$ cat src/rtl/alu_rr_arbiter.sv
// Round-robin arbiter sharing one ALU between two valid/ready requesters.
// One op is in flight at a time; the result returns on the owner's response channel.
module alu_rr_arbiter #(
    parameter int WIDTH = 4,
    parameter int OPW   = 2
) (
    input  logic             clk,
    input  logic             rst,
    input  logic             req0_valid,
    output logic             req0_ready,
    input  logic [WIDTH-1:0] req0_a,
    input  logic [WIDTH-1:0] req0_b,
    input  logic [OPW-1:0]   req0_op,
    input  logic             req0_cin,
    input  logic             req1_valid,
    output logic             req1_ready,
    input  logic [WIDTH-1:0] req1_a,
    input  logic [WIDTH-1:0] req1_b,
    input  logic [OPW-1:0]   req1_op,
    input  logic             req1_cin,
    output logic [WIDTH-1:0] alu_a,
    output logic [WIDTH-1:0] alu_b,
    output logic [OPW-1:0]   alu_op,
    output logic             alu_cin,
    input  logic [WIDTH-1:0] alu_out,
    output logic             rsp0_valid,
    input  logic             rsp0_ready,
    output logic [WIDTH-1:0] rsp0_data,
    output logic             rsp1_valid,
    input  logic             rsp1_ready,
    output logic [WIDTH-1:0] rsp1_data
);

    typedef enum logic [1:0] {
        ST_IDLE  = 2'd0,
        ST_ISSUE = 2'd1,
        ST_RESP  = 2'd2
    } state_t;

    state_t           state_q, state_d;
    logic             prio_q, prio_d;
    logic             owner_q, owner_d;
    logic [WIDTH-1:0] alu_a_q, alu_a_d;
    logic [WIDTH-1:0] alu_b_q, alu_b_d;
    logic [OPW-1:0]   alu_op_q, alu_op_d;
    logic             alu_cin_q, alu_cin_d;
    logic [WIDTH-1:0] result_q, result_d;

    logic             grant_s;
    logic             hs_s;
    logic             rsp_hs_s;

    // State register
    always_ff @(posedge clk) begin
        if (rst) begin
            state_q <= ST_IDLE;
        end else begin
            state_q <= state_d;
        end
    end

    // Round-robin pick: prio only matters when both requesters contend
    always_comb begin
        grant_s = 1'b0;
        if (req0_valid && req1_valid) begin
            grant_s = prio_q;
        end else if (req1_valid) begin
            grant_s = 1'b1;
        end else begin
            grant_s = 1'b0;
        end
    end

    // Output decode: ready only in IDLE, response valid only for the owner in RESP
    always_comb begin
        req0_ready = 1'b0;
        req1_ready = 1'b0;
        rsp0_valid = 1'b0;
        rsp1_valid = 1'b0;
        rsp0_data  = result_q;
        rsp1_data  = result_q;
        case (state_q)
            ST_IDLE: begin
                req0_ready = req0_valid && !grant_s;
                req1_ready = req1_valid && grant_s;
            end
            ST_RESP: begin
                rsp0_valid = !owner_q;
                rsp1_valid = owner_q;
            end
            default: begin
                req0_ready = 1'b0;
                req1_ready = 1'b0;
            end
        endcase
    end

    assign hs_s     = req0_ready || req1_ready;
    assign rsp_hs_s = (rsp0_valid && rsp0_ready) || (rsp1_valid && rsp1_ready);

    // Next-state logic
    always_comb begin
        state_d = state_q;
        case (state_q)
            ST_IDLE: begin
                if (hs_s) begin
                    state_d = ST_ISSUE;
                end else begin
                    state_d = ST_IDLE;
                end
            end
            ST_ISSUE: begin
                state_d = ST_RESP;
            end
            ST_RESP: begin
                if (rsp_hs_s) begin
                    state_d = ST_IDLE;
                end else begin
                    state_d = ST_RESP;
                end
            end
            default: begin
                state_d = ST_IDLE;
            end
        endcase
    end

    // Datapath next-state: operands load only on an op handshake and otherwise hold
    always_comb begin
        alu_a_d   = alu_a_q;
        alu_b_d   = alu_b_q;
        alu_op_d  = alu_op_q;
        alu_cin_d = alu_cin_q;
        owner_d   = owner_q;
        prio_d    = prio_q;
        result_d  = result_q;
        if (hs_s) begin
            owner_d = grant_s;
            if (grant_s) begin
                alu_a_d   = req1_a;
                alu_b_d   = req1_b;
                alu_op_d  = req1_op;
                alu_cin_d = req1_cin;
            end else begin
                alu_a_d   = req0_a;
                alu_b_d   = req0_b;
                alu_op_d  = req0_op;
                alu_cin_d = req0_cin;
            end
        end else begin
            owner_d = owner_q;
        end
        if (state_q == ST_ISSUE) begin
            result_d = alu_out;
        end else begin
            result_d = result_q;
        end
        // The requester just served yields priority to the other one
        if (rsp_hs_s) begin
            prio_d = !owner_q;
        end else begin
            prio_d = prio_q;
        end
    end

    // Datapath registers
    always_ff @(posedge clk) begin
        if (rst) begin
            alu_a_q   <= {WIDTH{1'b0}};
            alu_b_q   <= {WIDTH{1'b0}};
            alu_op_q  <= {OPW{1'b0}};
            alu_cin_q <= 1'b0;
            owner_q   <= 1'b0;
            prio_q    <= 1'b0;
            result_q  <= {WIDTH{1'b0}};
        end else begin
            alu_a_q   <= alu_a_d;
            alu_b_q   <= alu_b_d;
            alu_op_q  <= alu_op_d;
            alu_cin_q <= alu_cin_d;
            owner_q   <= owner_d;
            prio_q    <= prio_d;
            result_q  <= result_d;
        end
    end

    assign alu_a   = alu_a_q;
    assign alu_b   = alu_b_q;
    assign alu_op  = alu_op_q;
    assign alu_cin = alu_cin_q;

endmodule
$ cat config.mk
export PLATFORM = sky130hd
export DESIGN_NAME = alu_rr_arbiter
export DESIGN_NICKNAME = d
export VERILOG_FILES = /design/src/rtl/alu_rr_arbiter.sv
export SDC_FILE = /design/constraint.sdc
export NUM_CORES = 1
export LEC_CHECK = 0
export BUFFER_PORTS_ARGS = -buffer_cell sky130_fd_sc_hd__buf_2
export CAP_MARGIN = 5
export CELL_PAD_IN_SITES_DETAIL_PLACEMENT = 1
export CELL_PAD_IN_SITES_GLOBAL_PLACEMENT = 2
export CORE_UTILIZATION = 25
export CTS_CLUSTER_SIZE = 16
export DETAILED_ROUTE_END_ITERATION = 6
export GPL_ROUTABILITY_DRIVEN = 0
export PLACE_DENSITY_LB_ADDON = 0.1
export REMOVE_ABC_BUFFERS = 1
export SLEW_MARGIN = 20
export SYNTH_ARGS = -nofsm -noshare
export SYNTH_HDL_FRONTEND = slang
export SYNTH_SLANG_ARGS = --single-unit
$ cat constraint.sdc
create_clock -name clk -period 2.5 [get_ports clk]
set_clock_uncertainty 0.15 [all_clocks]
set_input_delay 0.5 -clock clk [delete_from_list [all_inputs] [get_ports clk]]
set_output_delay 0.5 -clock clk [all_outputs]
set_load 0.005 [all_outputs]
Word-level counts from Yosys, hierarchy flattened
Index checks and enable logic that the tools add are counted.

Memory bits (read-only): 0. Word-level logic and storage cells: 33. Latch bits: 0. Input bits: 32. Register bits after elaboration: 19. Memory bits (writable): 0. Memories: 0.

Div/mod/pow operators: 0. $add $sub $neg: 0. $mul: 0. Multiplexer cells: 13. Order comparisons: 0. Shift operators: 0. Equality and inequality tests: 2. Bitwise logic cells: 0. Reductions and logical operators: 10.

Operator list (count): $mux W1 (8); $mux W4 (2); $pmux W2 S3 (1); $logic_and A1 B1 Y1 (5); $mux W2 (2); $eq A2 B1 Y1 const B (1); $eq A2 B2 Y1 const B (1); $logic_not A1 Y1 (2); $logic_not A2 Y1 (1); $logic_or A1 B1 Y1 (2).

Depth between registers and ports, before layout
Gate-level depths: netlist of the first run.

Depth after elaboration: 8. Mapped depth: 4. Mapped depth without buffers: 3.

Worst setup path before layout of the first run
Ideal clock, no wire load.

Path type: input to output. Start point: input req0_valid. End point: output req0_ready. Buffers on the path: 1. Arrival time: 0.984 ns. Stages on the path: 4. Setup slack: 0.866 ns. Cells stage by stage: nand2b_1 buf_4 nand2_1 and3_1.

Cells in the longest elaborated chain, start to end: 5.

Ends and longest elaborated chain: start, declared (RTL line 9) `input logic req0_valid,`; $logic_and A1 B1 Y1 (RTL line 65) `if (req0_valid && req1_valid) begin`; $mux W1 (RTL line 65); $logic_not A1 Y1 (RTL line 84) `req0_ready = req0_valid && !grant_s;`; $logic_and A1 B1 Y1 (*) (RTL line 84); $mux W1 (*) (RTL line 82) `case (state_q)`; end, declared (RTL line 10) `output logic req0_ready,`.

Mark *: on every way between the ends. The rest lies on a longest branch, timed or not.

Final worst setup path of the first run
Start point: register prio_q. End point: output req0_ready.

Cells in the longest elaborated chain, start to end: 4.

Ends and longest elaborated chain: start, declared (RTL line 41) `logic prio_q, prio_d;`; start signal, assigned (RTL line 182) `prio_q <= prio_d;`; $mux W1 (RTL line 65); $logic_not A1 Y1 (RTL line 84); $logic_and A1 B1 Y1 (RTL line 84); $mux W1 (RTL line 82).

No other way between the ends.

==> flow_summary.toml, run 1 <==
[sta]
worst_slew_pin_slew_ns = 0.714
layout_worst_path_cycle_share = 0.799
slew_headroom = 0.523
grt_setup_unrepaired = "no"
finalCriticalPeriod_ns = 2.00
setup_viol = 0
hold_violations = 0
setup_tns_ns = 0
slew_violations = 0
hold-worst-slack_ns = 0.326
max_clock_freq_ghz = 0.501

[clocking]
clk_pin_slew_worst_paths_ns = 0.08
htree_levels = 1
cts_hold_buf = 0
cts_root_buf = "clkbuf_8"
cts_made_buffers = 3
cts_resized = 0
cts.sinks = 19
insertion_delay_ns = 0.26
cts_setup_buffers = 0
cts_buffer_depth = 2
cts_tree = "done"

[global_routing]
grt_max_degree = 20
grt_overflow = 0
grt_pass1_wl_um = 4730
antenna_found_initial = 0
grt_pass1_vias = 992
grt_usage = 0.147

[route]
ant_nets = 0
drt-vias-per-instance = 4.84
drtIter0Drc = 18
wl_um = 2890
drt-pass1-iter-count = 3
wl_per_cell_um = 14.2
post-route-drc-count = 0
vias = 987

[finish]
layoutNonFillerInstCount = 204
n_antenna_cell = 0
areaGrowthSynthToFinish_pct = 32.0
final_cell_area_mm2 = 0.00130
nets = 189
drive_above_1_share = 0.474

[floorplanning]
die-width_um = 64.8
num_rows = 22
initial_core_util = 0.265
die_area_mm2 = 0.00419
coreArea_mm2 = 0.00372
ios = 55
dieHeight_um = 64.8

[placement]
place_area_mm2 = 0.00125
dp.cells = 200
dp_hpwl_um = 2160
io_buffers = 54

[logic_synthesis]
yosys.cell_types.count = 26
yosys-top-cells-area = "dfxtp_1 39%, a311oi_2 14%, a21oi_1 7.1%"
ys_seq_area_frac = 0.386
ys.flop_type = "dfxtp_1"
synth_top_area_cell = "dfxtp_1"
synthTopCellsByCount = "19 x dfxtp_1, 14 x a21oi_1, 12 x nand3_1, 10 x o21ai_0, 9 x a311oi_2"
yosysMostFrequentCell = "dfxtp_1"
synth-edff-count = 0
syn-cell-area_um2 = 985
synth_cells = 109
yosys_warnings = 0
synthArstFlopShare = 0
ys_ff_latch = 19
avgSynthCellArea_um2 = 9.03
synth_top_area_share = 0.386

[job]
cap_violations = 0

[worst_setup_path]
critPathKind = "reg2out"
end_kind = "output port"
cp.required_ns = 1.85
cp.arrival_ns = 1.35
rr_startpoint = "prio_q"
cp-start-kind = "flip-flop"
critPathMaxFanout = 8
crit_path_start = "prio_q"

[power]
swShare = 0.303
p_comb_frac = 0.258
p_seq_frac = 0.456
netSwitchingPower_mw = 0.235
power.density_mw_per_mm2 = 596
ir_drop_mv = 0.146
p_leak_nw = 0.606
clkPwrFrac = 0.286
power_mw = 0.775
internal-power_mw = 0.540

[status]
status = "complete, no violations"

[min_path]
hp-class = "in2reg"
hold_start = "alu_out[2]"
==> routing by layer <==
| metal | global-route usage | part of all wire | wire length [um] | up-vias |
|---|---|---|---|---|
| li1 | - | - | - | 487 |
| met1 | 0.168 | 0.43 | 1230 | 461 |
| met2 | 0.257 | 0.50 | 1450 | 35 |
| met3 | 0.0352 | 0.058 | 169 | 4 |
| met4 | 0.0667 | 0.014 | 40 | 0 |
| met5 | 0 | 0 | 0 | - |
==> power groups by stage <==
stage	logic (mW)	registers (mW)	clock network [mW]
2_1_floorplan	0.103	0.362	0
3_3_place_gp	0.202	0.360	0
3_5_place_dp	0.205	0.360	0
4_1_cts	0.205	0.354	0.233
5_1_grt	0.223	0.358	0.252
6_report	0.200	0.353	0.222
==> state kept, by name, indices dropped and copies added, names as in the netlist <==
register and count:
alu_a 4, alu_b 4, rsp0_data 4, alu_op 2, state_q 2, alu_cin 1, owner_q 1, prio_q 1
==> per-stage QoR <==
stage	setup WS, ns	utilization
2_1_floorplan	0.857	-
3_3_place_gp	0.589	0.337
3_5_place_dp	0.532	0.337
4_1_cts	0.470	0.350
5_1_grt	0.385	0.350
6_report	0.503	0.350
==> layout make-up <==
cell class,count,area [um2]
fill,472,2420
multi-input combinational,73,509
sequential,19,380
timing repair buffer,57,293
tap,48,60.1
clock buffer,3,41.3
inverter,3,11.3
clock inverter,1,5.00
==> path summary, 6_finish.rpt <==
| check | cells past startpoint | to | slack (ns) |
|---|---|---|---|
| setup reg to reg | 3 | alu_b[2] | 0.85 |
| setup / recovery | 4 | req0_ready | 0.50 |
| hold / removal | 3 | rsp0_data[2] | 0.33 |
| hold reg to reg | 2 | prio_q | 0.37 |
==> critical path, cell delays in order (launching register included) <==
cell and delay (ns):
dfxtp_1 0.39, nand2b_1 0.33, nand2_1 0.09, and3_1 0.17, buf_2 0.12
==> cells by family (layout without fill, tap and decap cells) <==
| kind of cell | after synthesis | after routing | synth area share |
|---|---|---|---|
| AO/OA/AOI/OAI | 38 | 38 | 0.301 |
| buffers and inverters | 17 | 64 | 0.0966 |
| flip-flops | 19 | 19 | 0.386 |
| multiplexers | 5 | 5 | 0.0508 |
| AND/OR/NAND/NOR | 30 | 30 | 0.165 |
==> placed cells by master (no fill, tap or decap), drive strengths merged, types with 2 or more instances in the layout <==
master | Yosys | layout
dfxtp | 19 | 19
nor2b | 4 | 4
a311oi | 11 | 11
nor2 | 5 | 5
clkbuf | 3 | 3
nand2b | 2 | 2
inv | 3 | 3
a21oi | 14 | 14
buf | 11 | 57
o21ai | 11 | 11
nand3 | 12 | 12
and3 | 2 | 2
and2 | 2 | 2
mux2i | 5 | 5
nand2 | 2 | 2
Note: power is estimated with default switching activity, not from simulation.
==> run 2, diff against run 1 <==
--- a/config.mk
+++ b/config.mk
@@ -9,7 +9,7 @@
 export CAP_MARGIN = 5
 export CELL_PAD_IN_SITES_DETAIL_PLACEMENT = 1
 export CELL_PAD_IN_SITES_GLOBAL_PLACEMENT = 2
-export CORE_UTILIZATION = 25
+export CORE_UTILIZATION = 21
 export CTS_CLUSTER_SIZE = 16
 export DETAILED_ROUTE_END_ITERATION = 6
 export GPL_ROUTABILITY_DRIVEN = 0
==> constraint.sdc (replaced) <==
create_clock -name clk -period 1.6 [get_ports clk]
set_clock_uncertainty 0.15 [all_clocks]
set_input_delay 0.32 -clock clk [delete_from_list [all_inputs] [get_ports clk]]
set_output_delay 0.32 -clock clk [all_outputs]
set_load 0.005 [all_outputs]
==> run 2 against run 1 <==
The flow now finishes with violations (DRC). Worst setup slack got worse by 0.44 ns. Cell area increased by 7.7%. Final cell count increased by 6.4%. Critical path depth unchanged. Combinational power increased by 78%. Global-route usage decreased by 2.0 points. Non-clock buffer count increased by 9. Register-to-register slack got worse by 0.66 ns.
==> flow_summary.toml, run 2 (synthesis results as in run 1) <==
[status]
status = "complete, but fails checks"
violations = "DRC"

[placement]
io_buffers = 54
place_ws_ns = 0.142
place_area_mm2 = 0.00130
dp_hpwl_um = 2430
dp.cells = 209

[sta]
layout_worst_path_cycle_share = 0.960
worst_slew_pin_slew_ns = 0.321
setup_viol = 0
slew_headroom = 0.780
setup_tns_ns = 0
finalCriticalPeriod_ns = 1.54
hold_violations = 0
slew_violations = 0
fin_ws_ns = 0.0639
max_clock_freq_ghz = 0.651
hold-worst-slack_ns = 0.151

[route]
wl_um = 3190
drt-pass1-iter-count = 6
ant_nets = 0
drt-vias-per-instance = 4.73
drtIter0Drc = 30
wl_per_cell_um = 14.7
post-route-drc-count = 10
vias = 1027

[global_routing]
grt_max_degree = 15
met3_usage = 0.0361
grt_usage = 0.128
top_usage_layer = "met2"
globalRouteMet1Util = 0.146
antenna_found_initial = 0
grt_pass1_wl_um = 4870
grt_overflow = 0
grt_pass1_vias = 1011
grt_use_met2 = 0.233

[floorplanning]
num_rows = 24
dieHeight_um = 70.5
ios = 55
die-width_um = 70.5
coreArea_mm2 = 0.00444
die_area_mm2 = 0.00497
initial_core_util = 0.222

[power]
power.density_mw_per_mm2 = 890
p_leak_nw = 0.652
power_mw = 1.25
ir_drop_mv = 0.468

[worst_setup_path]
cp-start-kind = "flip-flop"
critPathKind = "reg2out"
critPathMaxFanout = 4
cp.required_ns = 1.13
cp.arrival_ns = 1.07
end_kind = "output port"

[clocking]
cts_made_buffers = 3
clk_pin_slew_worst_paths_ns = 0.07
cts_root_buf = "clkbuf_8"
insertion_delay_ns = 0.25
cts.sinks = 19
cts_buffer_depth = 2
htree_levels = 1
cts_tree = "done"

[job]
cap_violations = 0

[finish]
drive_above_1_share = 0.527
areaGrowthSynthToFinish_pct = 42.2
num-fill-cells = 551
n_antenna_cell = 0
layoutNonFillerInstCount = 217
final_cell_area_mm2 = 0.00140
final_common_cell = "buf_2"
nets = 198
final_util = 0.315
layout_common_cells = "54 x buf_2, 16 x dfxtp_1, 14 x a21oi_1"

[min_path]
hp-class = "in2reg"
## run 2: changes by cell type in the layout (fill, tap and decap cells not counted)
cell	delta
buf_4	+9
clkbuf_1	+1
clkinv_2	-1
dfxtp_1	-3
dfxtp_2	+2
dfxtp_4	+1
nand2b_1	-1
nand2b_4	+1
nand3_1	-1
nand3_2	+1
nor2_2	-1
nor2_4	+1
nor2b_2	-1
nor2b_4	+1
## run 2: cell type report
cell class / count / area, um2 / area share
flip-flops and latches: 19 / 387 / 0.276
clock buffers: 4 / 45.0 / 0.0322
inverters: 3 / 11.3 / 0.00804
repair buffers: 66 / 360 / 0.257
multi-input cells: 73 / 532 / 0.380
well taps: 52 / 65.1 / 0.0465
## run 2: critical path: stages (launching register included)
cell	delay, ns
dfxtp_2	0.35
nand2b_4	0.14
nand2_1	0.05
and3_1	0.15
buf_2	0.12
## run 2: repair_timing
action / CTS / global route
setup endpoints to repair: 2 / 4
pin swaps: 0 / 1
hold buffers: 0 / 0
resized for setup: 4 / 4
setup buffers: 0 / 4
cloned: 0 / 0
hold endpoints to repair: 0 / 0
## run 2: power breakdown
part	leakage [nW]	internal, mW	total, mW	switching [mW]
combinational	0.471	0.180	0.356	0.176
clock	0.0228	0.177	0.333	0.156
sequential	0.158	0.523	0.557	0.0339
## run 2: path summary, 6_finish.rpt
kind | from | end | slack [ns] | cells after the start
max | prio_q | req0_ready | 0.06 | 4
min | alu_out[1] | rsp0_data[1] | 0.15 | 3
max reg2reg | state_q[0] | alu_b[3] | 0.19 | 6
min reg2reg | prio_q | prio_q | 0.36 | 2
## run 2: per-layer routing
metal  vias up  wire length (um)
met5         -                 0
met3         2               172
met1       488              1380
met4         0                17
met2        32              1620
li1        505                 -
==> run 3, diff against run 2 <==
--- a/config.mk
+++ b/config.mk
@@ -5,11 +5,12 @@
 export SDC_FILE = /design/constraint.sdc
 export NUM_CORES = 1
 export LEC_CHECK = 0
+export ABC_AREA = 1
 export BUFFER_PORTS_ARGS = -buffer_cell sky130_fd_sc_hd__buf_2
 export CAP_MARGIN = 5
 export CELL_PAD_IN_SITES_DETAIL_PLACEMENT = 1
 export CELL_PAD_IN_SITES_GLOBAL_PLACEMENT = 2
-export CORE_UTILIZATION = 21
+export CORE_UTILIZATION = 20
 export CTS_CLUSTER_SIZE = 16
 export DETAILED_ROUTE_END_ITERATION = 6
 export GPL_ROUTABILITY_DRIVEN = 0
==> run 3 against run 2 <==
Core utilization shrank 2.7 points. Critical path depth unchanged. Total power grew 5.5%. Final cell count rose by 32%. Synthesized cell count is 46% higher. Clock power grew 8.4%. Synthesized area increased by 11%. The run now ends clean. First-iteration DRC count decreased by 27%. Highest routed layer unchanged. Via count increased by 13%.
==> flow_summary.toml, run 3 <==
[route]
wl_per_cell_um = 12.0
drt-pass1-iter-count = 3
ant_nets = 0
drtIter0Drc = 22
drt-vias-per-instance = 4.07
wl_um = 3420
vias = 1164
post-route-drc-count = 0

[status]
status = "complete, no violations"

[power]
p_leak_nw = 0.798
power_mw = 1.31
power.density_mw_per_mm2 = 877
ir_drop_mv = 0.258

[logic_synthesis]
syn-cell-area_mm2 = 0.00110
synthSimpleGateAreaFrac = 0.461
synth_top_family_by_area = "simple AND/OR/NAND/NOR gates"
avgSynthCellArea_um2 = 6.89
synth-edff-count = 0
synth-compound-area-share = 0.0365
synthTopCellsByCount = "39 x nand2_1, 23 x nand3_1, 19 x dfxtp_1, 18 x inv_1, 16 x nor2_2"
yosysMostFrequentCell = "nand2_1"
synthMuxAreaShare = 0
synthAdderAreaFrac = 0
synth_cells = 159
yosys-top-cells-area = "dfxtp_1 35%, nand2_1 13%, nand3_1 11%"
synth_top_area_cell = "dfxtp_1"
ys.flop_type = "dfxtp_1"
synthXorXnorAreaFrac = 0
ys_seq_area_frac = 0.347
synth_top_area_share = 0.347
yosys.cell_types.count = 16
synthArstFlopShare = 0
yosys_warnings = 0
ys_ff_latch = 19

[placement]
place_ws_ns = 0.0959
dp_hpwl_um = 2680
dp.cells = 277
place_area_mm2 = 0.00139
io_buffers = 54

[worst_setup_path]
path_buf_inv = 2
crit_family = "flip-flops"
critPathMaxFanout = 3
slowest_delay_ns = 0.34
cp-start-kind = "flip-flop"
end_kind = "output port"
cp.required_ns = 1.13
rr_startpoint = "state_q[0]"
crit_path_start = "state_q[0]"
critPathKind = "reg2out"
worst_path_max_delay_cell = "dfxtp_1"
path_cells = "nor2_4, nand3_4, inv_1, buf_2"
cp.arrival_ns = 1.03

[floorplanning]
coreArea_mm2 = 0.00520
die-width_um = 76.0
num_rows = 26
ios = 55
dieHeight_um = 76.0
initial_core_util = 0.211
die_area_mm2 = 0.00578

[min_path]
hp-class = "in2reg"
hold_start = "rst"

[sta]
setup_viol = 0
slew_headroom = 0.683
fin_ws_ns = 0.0954
worst_slew_pin_slew_ns = 0.475
hold-worst-slack_ns = 0.114
setup_tns_ns = 0
slew_violations = 0
layout_worst_path_cycle_share = 0.940
finalCriticalPeriod_ns = 1.50
grt_setup_unrepaired = "no"
hold_violations = 0
max_clock_freq_ghz = 0.665

[finish]
nets = 249
final_cell_area_mm2 = 0.00150
areaGrowthSynthToFinish_pct = 36.8
layout_common_cells = "54 x buf_2, 39 x nand2_1, 22 x nand3_1"
drive_above_1_share = 0.458
final_common_cell = "buf_2"
n_antenna_cell = 0
final_util = 0.288
num-fill-cells = 704
layoutNonFillerInstCount = 286

[clocking]
clk_pin_slew_worst_paths_ns = 0.08
cts_buffer_depth = 2
htree_levels = 1
cts_tree = "done"
cts_made_buffers = 3
insertion_delay_ns = 0.27
cts_hold_buf = 0
cts.sinks = 19
cts_root_buf = "clkbuf_8"

[global_routing]
grt_max_degree = 16
grt_pass1_vias = 1176
grt_pass1_wl_um = 5580
grt_overflow = 0
antenna_found_initial = 0
grt_usage = 0.123

[job]
cap_violations = 0
[run 3: changes by cell type after synthesis, moves of 4 or more]
cell | before | now
nor2_2 | 1 | 16
nand2_2 | 0 | 4
nor2_1 | 4 | 15
o21ai_0 | 10 | 4
mux2i_1 | 5 | 0
a21oi_1 | 14 | 4
inv_1 | 3 | 18
a311oi_2 | 9 | 0
nor2_4 | 0 | 4
nand2_1 | 2 | 39
nand3_1 | 12 | 23
[run 3: layer usage]
metal  share of wire  global-route usage
met3           0.044              0.0263
met5               0                   0
met4           0.021              0.0519
met2            0.48               0.209
met1            0.46               0.150
[run 3: cell families after synthesis]
| group | count (synthesis) |
|---|---|
| simple gates | 102 |
| compound gates | 8 |
| flops | 19 |
| buf+inv | 30 |
[run 3: area by class of cell]
type                    count  area, um2  area share
well taps                  70       87.6      0.0584
repair buffers             64        345       0.230
clock inverters             1       7.51     0.00501
multi-input cells         110        563       0.376
inverters                  19       71.3      0.0476
clock buffers               3       41.3      0.0275
flip-flops and latches     19        383       0.255
[run 3: worst paths after layout]
| path | depth (start not counted) | endpoint | slack, ns |
|---|---|---|---|
| setup / recovery | 4 | req1_ready | 0.1 |
| hold / removal | 2 | state_q[1] | 0.11 |
| setup reg to reg | 7 | alu_a[3] | 0.17 |
| hold reg to reg | 2 | prio_q | 0.32 |
[run 3: power breakdown]
group          switching, mW  internal [mW]  leakage, nW
combinational          0.222          0.177        0.618
sequential            0.0290          0.526        0.158
clock                  0.185          0.176       0.0217
[run 3: repair_timing]
item	4_1_cts	5_1_grt
gates cloned	0	0
setup buffers	3	2
pin swaps	2	1
resized for setup	2	5
setup endpoints to repair	2	4
